--- config.mk ---
export PLATFORM = sky130hd
export DESIGN_NAME = pipe_ctrl_sequencer
export DESIGN_NICKNAME = d
export VERILOG_FILES = /design/src/rtl/pipe_ctrl_sequencer.sv
export SDC_FILE = /design/constraint.sdc
export NUM_CORES = 1
export LEC_CHECK = 0
export CORE_ASPECT_RATIO = 1.25
export CORE_UTILIZATION = 30
export DETAILED_ROUTE_END_ITERATION = 10
export PLACE_DENSITY = 0.56
export SETUP_SLACK_MARGIN = 0.4
export SLEW_MARGIN = 20
export SYNTH_ARGS = -nofsm -noshare
export SYNTH_HDL_FRONTEND = slang
export SYNTH_SLANG_ARGS = --single-unit
--- constraint.sdc ---
create_clock -name clk_i -period 2.99 [get_ports clk_i]
set_input_delay 0.7475 -clock clk_i [delete_from_list [all_inputs] [get_ports clk_i]]
set_output_delay 0.7475 -clock clk_i [all_outputs]
set_load 0.02 [all_outputs]
--- src/rtl/pipe_ctrl_sequencer.sv ---
// Pipeline stall/flush sequencer: resolves hazard, memory-busy and HALT requests into
// per-stage write-enable/flush/bubble controls, sequences the halt drain and dmem timeout.
module pipe_ctrl_sequencer #(
  parameter int HALT_DRAIN_CYC = 3,
  parameter int MEM_TIMEOUT    = 255,
  parameter int CNT_W          = 8
) (
  input  logic        clk_i,
  input  logic        rst_i,
  input  logic        ld_use_i,
  input  logic        br_taken_i,
  input  logic        halt_dec_i,
  input  logic        imem_stall_i,
  input  logic        dmem_stall_i,
  output logic        pc_we_o,
  output logic        ifid_we_o,
  output logic        ifid_flush_o,
  output logic        idex_we_o,
  output logic        idex_nop_o,
  output logic        exmem_we_o,
  output logic        memwb_bubble_o,
  output logic        halted_o,
  output logic        err_o,
  output logic [2:0]  state_o,
  output logic [15:0] stall_cycles_o
);

  typedef enum logic [2:0] {
    ST_RUN    = 3'd0,
    ST_DSTALL = 3'd1,
    ST_DRAIN  = 3'd2,
    ST_HALTED = 3'd3,
    ST_ERR    = 3'd4
  } state_e;

  localparam logic [CNT_W-1:0] DRAIN_INIT = CNT_W'(HALT_DRAIN_CYC);
  localparam logic [CNT_W-1:0] TMO_LAST   = CNT_W'(MEM_TIMEOUT - 1);
  localparam logic [CNT_W-1:0] CNT_ONE    = CNT_W'(1);

  state_e             state_q, state_d, resume_q, resume_d, eff_s;
  logic [CNT_W-1:0]   tmo_q, tmo_d, drain_q, drain_d;
  logic [15:0]        stall_q, stall_d;
  logic               pc_we_s, ifid_we_s, ifid_flush_s, idex_we_s;
  logic               idex_nop_s, exmem_we_s, memwb_bubble_s;

  // A DSTALL whose memory has just released behaves as the resumed state this same cycle.
  always_comb begin
    eff_s = state_q;
    if ((state_q == ST_DSTALL) && !dmem_stall_i) begin
      eff_s = resume_q;
    end else begin
      eff_s = state_q;
    end
  end

  always_comb begin
    pc_we_s        = 1'b0;
    ifid_we_s      = 1'b0;
    ifid_flush_s   = 1'b0;
    idex_we_s      = 1'b0;
    idex_nop_s     = 1'b0;
    exmem_we_s     = 1'b0;
    memwb_bubble_s = 1'b0;
    if (rst_i) begin
      pc_we_s = 1'b0;
    end else begin
      case (eff_s)
        ST_RUN: begin
          if (dmem_stall_i) begin
            memwb_bubble_s = 1'b1;
          end else begin
            pc_we_s    = 1'b1;
            ifid_we_s  = 1'b1;
            idex_we_s  = 1'b1;
            exmem_we_s = 1'b1;
            if (ld_use_i) begin
              pc_we_s    = 1'b0;
              ifid_we_s  = 1'b0;
              idex_nop_s = 1'b1;
            end else if (br_taken_i) begin
              ifid_flush_s = 1'b1;
            end else if (halt_dec_i || imem_stall_i) begin
              pc_we_s      = 1'b0;
              ifid_flush_s = 1'b1;
            end else begin
              pc_we_s = 1'b1;
            end
          end
        end
        ST_DSTALL: memwb_bubble_s = 1'b1;
        ST_DRAIN: begin
          if (dmem_stall_i) begin
            memwb_bubble_s = 1'b1;
          end else begin
            ifid_we_s    = ~ld_use_i;
            ifid_flush_s = 1'b1;
            idex_we_s    = 1'b1;
            idex_nop_s   = ld_use_i;
            exmem_we_s   = 1'b1;
          end
        end
        ST_HALTED, ST_ERR: pc_we_s = 1'b0;
        default:           pc_we_s = 1'b0;
      endcase
    end
  end

  // Next-state, drain/timeout counters and stall statistics.
  always_comb begin
    state_d  = eff_s;
    resume_d = resume_q;
    tmo_d    = '0;
    drain_d  = drain_q;
    case (eff_s)
      ST_RUN: begin
        if (dmem_stall_i) begin
          state_d  = ST_DSTALL;
          resume_d = ST_RUN;
          tmo_d    = CNT_ONE;
        end else if (halt_dec_i && !ld_use_i && !br_taken_i) begin
          state_d = ST_DRAIN;
          drain_d = DRAIN_INIT;
        end else begin
          state_d = ST_RUN;
        end
      end
      ST_DSTALL: begin
        if (tmo_q >= TMO_LAST) begin
          state_d = ST_ERR;
          tmo_d   = tmo_q;
        end else begin
          tmo_d   = tmo_q + CNT_ONE;
        end
      end
      ST_DRAIN: begin
        if (dmem_stall_i) begin
          state_d  = ST_DSTALL;
          resume_d = ST_DRAIN;
          tmo_d    = CNT_ONE;
        end else if (drain_q <= CNT_ONE) begin
          state_d = ST_HALTED;
          drain_d = '0;
        end else begin
          drain_d = drain_q - CNT_ONE;
        end
      end
      ST_HALTED, ST_ERR: state_d = eff_s;
      default:           state_d = ST_ERR;
    endcase

    if (((eff_s == ST_RUN) || (eff_s == ST_DSTALL)) && !pc_we_s && (stall_q != 16'hFFFF)) begin
      stall_d = stall_q + 16'd1;
    end else begin
      stall_d = stall_q;
    end
  end

  // State and counter registers with synchronous reset.
  always_ff @(posedge clk_i) begin
    if (rst_i) begin
      state_q  <= ST_RUN;
      resume_q <= ST_RUN;
      tmo_q    <= '0;
      drain_q  <= '0;
      stall_q  <= 16'd0;
    end else begin
      state_q  <= state_d;
      resume_q <= resume_d;
      tmo_q    <= tmo_d;
      drain_q  <= drain_d;
      stall_q  <= stall_d;
    end
  end

  assign pc_we_o        = pc_we_s;
  assign ifid_we_o      = ifid_we_s;
  assign ifid_flush_o   = ifid_flush_s;
  assign idex_we_o      = idex_we_s;
  assign idex_nop_o     = idex_nop_s;
  assign exmem_we_o     = exmem_we_s;
  assign memwb_bubble_o = memwb_bubble_s;
  assign halted_o       = (state_q == ST_HALTED);
  assign err_o          = (state_q == ST_ERR);
  assign state_o        = eff_s;
  assign stall_cycles_o = stall_q;

endmodule

==> results.json <==
{
  "grt.total_usage_pct": 15.1,
  "detail-route-antenna-nets": 0,
  "yosysWarnings": 0,
  "cellInternalPower_uw": 724,
  "final_max_slew_viol_count": 0,
  "worst_skew_pair.late_latency_ns": 0.29,
  "place.detailed.hpwl_um": 3400,
  "worst_ep_required_time_ns": 2.24,
  "ratio_of_total_power_to_cell_area_nw_per_um2": 388,
  "worst_setup_path_startpoint": "halt_dec_i",
  "slew-limit-headroom_pct": 55.8,
  "insertedDiodeCount": 0,
  "first_global_vias": 1738,
  "synthDominantCellAreaShare_pct": 36.5,
  "design.portCount": 35,
  "io_buffer_count": 34,
  "clock_power_share_pct": 33.6,
  "synth_cell_types": 54,
  "post-synth-top-area-cell": "sky130_fd_sc_hd__dfxtp_1",
  "overflow": 0,
  "std_cell_rows": 32,
  "postSynthAreaPerCell_um2": 8.30,
  "firstDrtPassIters": 4,
  "fin_skew_ns": 0.00520,
  "max-vdd-ir-drop_uv": 179,
  "proportion_of_synthesized_chip_area_in_sequential_cells_pct": 36.5,
  "yosys_register_bits": 36,
  "critPathLaunchType": "input port",
  "power.combinational.fraction_pct": 15.2,
  "worst-setup-path-type": "in -> out",
  "final_hold_viol_count": 0,
  "design_area_um2": 2580,
  "clock_tree_from_tritoncts": "built",
  "drt-vias-per-instance": 5.05,
  "overall_die_width_um": 74.6,
  "placed_area_um2": 2450,
  "die_height_um": 92.7,
  "total_power_uw": 1000,
  "route.detailed.wl_per_inst_um": 13.0,
  "routed-via-count": 1849,
  "syn_nets": 250,
  "worstHoldPathType": "reg -> reg",
  "core_region_area_um2": 6250,
  "cts-buffers-inserted": 5,
  "endpoint_kind": "output pin",
  "syn-cell-area_um2": 1980,
  "drive_above_1_share_pct": 18.9,
  "antenna_found_initial": 0,
  "synth.area.top_cells": "sky130_fd_sc_hd__dfxtp_1, sky130_fd_sc_hd__nor2_1, sky130_fd_sc_hd__a21oi_1",
  "seq_power_share_pct": 51.2,
  "detail_route.wirelength_um": 4740,
  "worst_ep_arrival_time_ns": 1.81,
  "mostFrequentLayoutCells": "sky130_fd_sc_hd__dfxtp_1, sky130_fd_sc_hd__nor2_1, sky130_fd_sc_hd__a21oi_1",
  "globalplace.congestion": 0.784,
  "setup-violations-final": 0,
  "finalCritPeriodShare_pct": 85.4,
  "nets": 293,
  "cts-root-buf": "sky130_fd_sc_hd__clkbuf_8",
  "worstPathMaxFanout": 3,
  "initial_utilization_pct": 31.6,
  "final_common_cell": "sky130_fd_sc_hd__dfxtp_1",
  "cts-root-to-sink-buffers": 2,
  "drv.max_cap_violation_count": 0,
  "drt_first_iter_violations": 45,
  "grt_max_degree": 20,
  "total_switching_power_uw": 278,
  "die_area_um2": 6920,
  "drcViolationCount": 0,
  "reg2reg_from": "stall_cycles_o[0]",
  "cts_htree_levels": 2,
  "cts_num_sinks": 36,
  "maxClockFrequency_ghz": 0.392,
  "switching_share_pct": 27.8,
  "pin_slew_with_the_least_headroom_to_its_limit_ns": 0.661,
  "static-leakage-power_uw": 0.000973,
  "flow.area_growth_from_synthesis_pct": 30.8,
  "timing.hold.worst.start": "stall_cycles_o[4]",
  "synth_cells": 238,
  "status": "complete, no violations",
  "rsz0062_at_grt": "yes",
  "grt_first_pass_wirelength_um": 8140,
  "clock_transition_at_the_registers_of_the_reported_paths_ns": 0.07,
  "post-route-min-period_ns": 2.55
}
## synth_stat cells (all sizes together)
| master | n |
|---|---|
| a211o | 1 |
| a211oi | 1 |
| a21oi | 24 |
| a221oi | 1 |
| a31oi | 1 |
| a41oi | 1 |
| and2 | 4 |
| and3 | 5 |
| and4 | 4 |
| buf | 3 |
| clkbuf | 7 |
| dfxtp | 36 |
| ha | 5 |
| inv | 5 |
| mux2 | 1 |
| mux2i | 1 |
| nand2 | 8 |
| nand2b | 4 |
| nand3 | 13 |
| nand3b | 3 |
| nand4 | 5 |
| nand4b | 1 |
| nor2 | 36 |
| nor2b | 1 |
| nor3 | 5 |
| nor3b | 2 |
| nor4 | 2 |
| nor4bb | 1 |
| o2111ai | 1 |
| o21a | 6 |
| o21ai | 11 |
| o21ba | 1 |
| o21bai | 1 |
| o31ai | 6 |
| or2 | 1 |
| or2b | 1 |
| or3 | 9 |
| or3b | 3 |
| or4 | 7 |
| xnor2 | 3 |
| xor2 | 7 |
## registers in the layout, summed over array words and instances, names as in the netlist
register and flops:
stall_cycles_o 16, drain_q 8, tmo_q 8, state_q 3, resume_q 1
## path summary, 6_finish.rpt
check,endpoint,slack (ns),depth (start not counted)
setup / recovery,ifid_flush_o,0.44,5
setup reg to reg,stall_cycles_o[3],1.15,5
hold reg to reg,stall_cycles_o[4],0.49,2
hold / removal,stall_cycles_o[4],0.49,2
## worst max-delay path: stages
cell	delay [ns]
sky130_fd_sc_hd__dlygate4sd2_1	0.25
sky130_fd_sc_hd__or3_4	0.38
sky130_fd_sc_hd__a31oi_4	0.20
sky130_fd_sc_hd__nor2_1	0.07
sky130_fd_sc_hd__buf_4	0.16
## cell families (layout without fill, tap and decap cells)
group                      Yosys count  in the layout  synth area share, %
buffers and inverters               15             58                 3.10
xor gates and xnor gates            10             10                 4.43
AOI/OAI and AO/OA                   55             55                 17.6
adders and majority gates            5              5                 3.17
DFF                                 36             36                 36.5
and+or+nand+nor                    115            115                 34.1
muxes                                2              2                 1.08
## what timing repair did
action	CTS	global route
hold buffers	0	0
pin swaps	6	7
endpoints found under the setup margin	12	5
cloned	0	0
setup buffers	0	2
resized for setup	55	11
## power by group through the flow
stage	clock, µW	sequential [µW]	combinational, µW
6_report	337	513	152
5_1_grt	366	515	170
4_1_cts	351	512	149
3_5_place_dp	0	523	149
3_3_place_gp	0	523	148
2_1_floorplan	0	521	94.0
## layer usage
metal,vias up,share of wire (%),track usage [%]
met3,6,3.6,3.59
met5,-,0,0
met1,861,44,17.5
met2,32,51,26.7
li1,950,-,-
met4,0,1.3,4.87
## stage by stage
stage	utilization [%]	TNS (ns)	setup slack (ns)	std cells	hold slack (ns)
floorplan	-	0	0.516	238	0.459
global placement	39.3	-1.75	-0.320	357	0.485
detailed placement	39.3	-1.98	-0.337	357	0.492
CTS	40.6	0	0.403	364	0.503
global route	41.4	0	0.382	366	0.537
finish	41.4	0	0.436	366	0.494
## layout make-up
| cell class | instances | area, µm² |
|---|---|---|
| Fill cell | 668 | 3660 |
| Tap cell | 85 | 106 |
| Multi-Input combinational cell | 187 | 1250 |
| Clock inverter | 1 | 5.00 |
| Clock buffer | 6 | 72.6 |
| Sequential cell | 36 | 723 |
| Inverter | 5 | 18.8 |
| Timing Repair Buffer | 46 | 412 |
(Power assumes the default switching activity.)
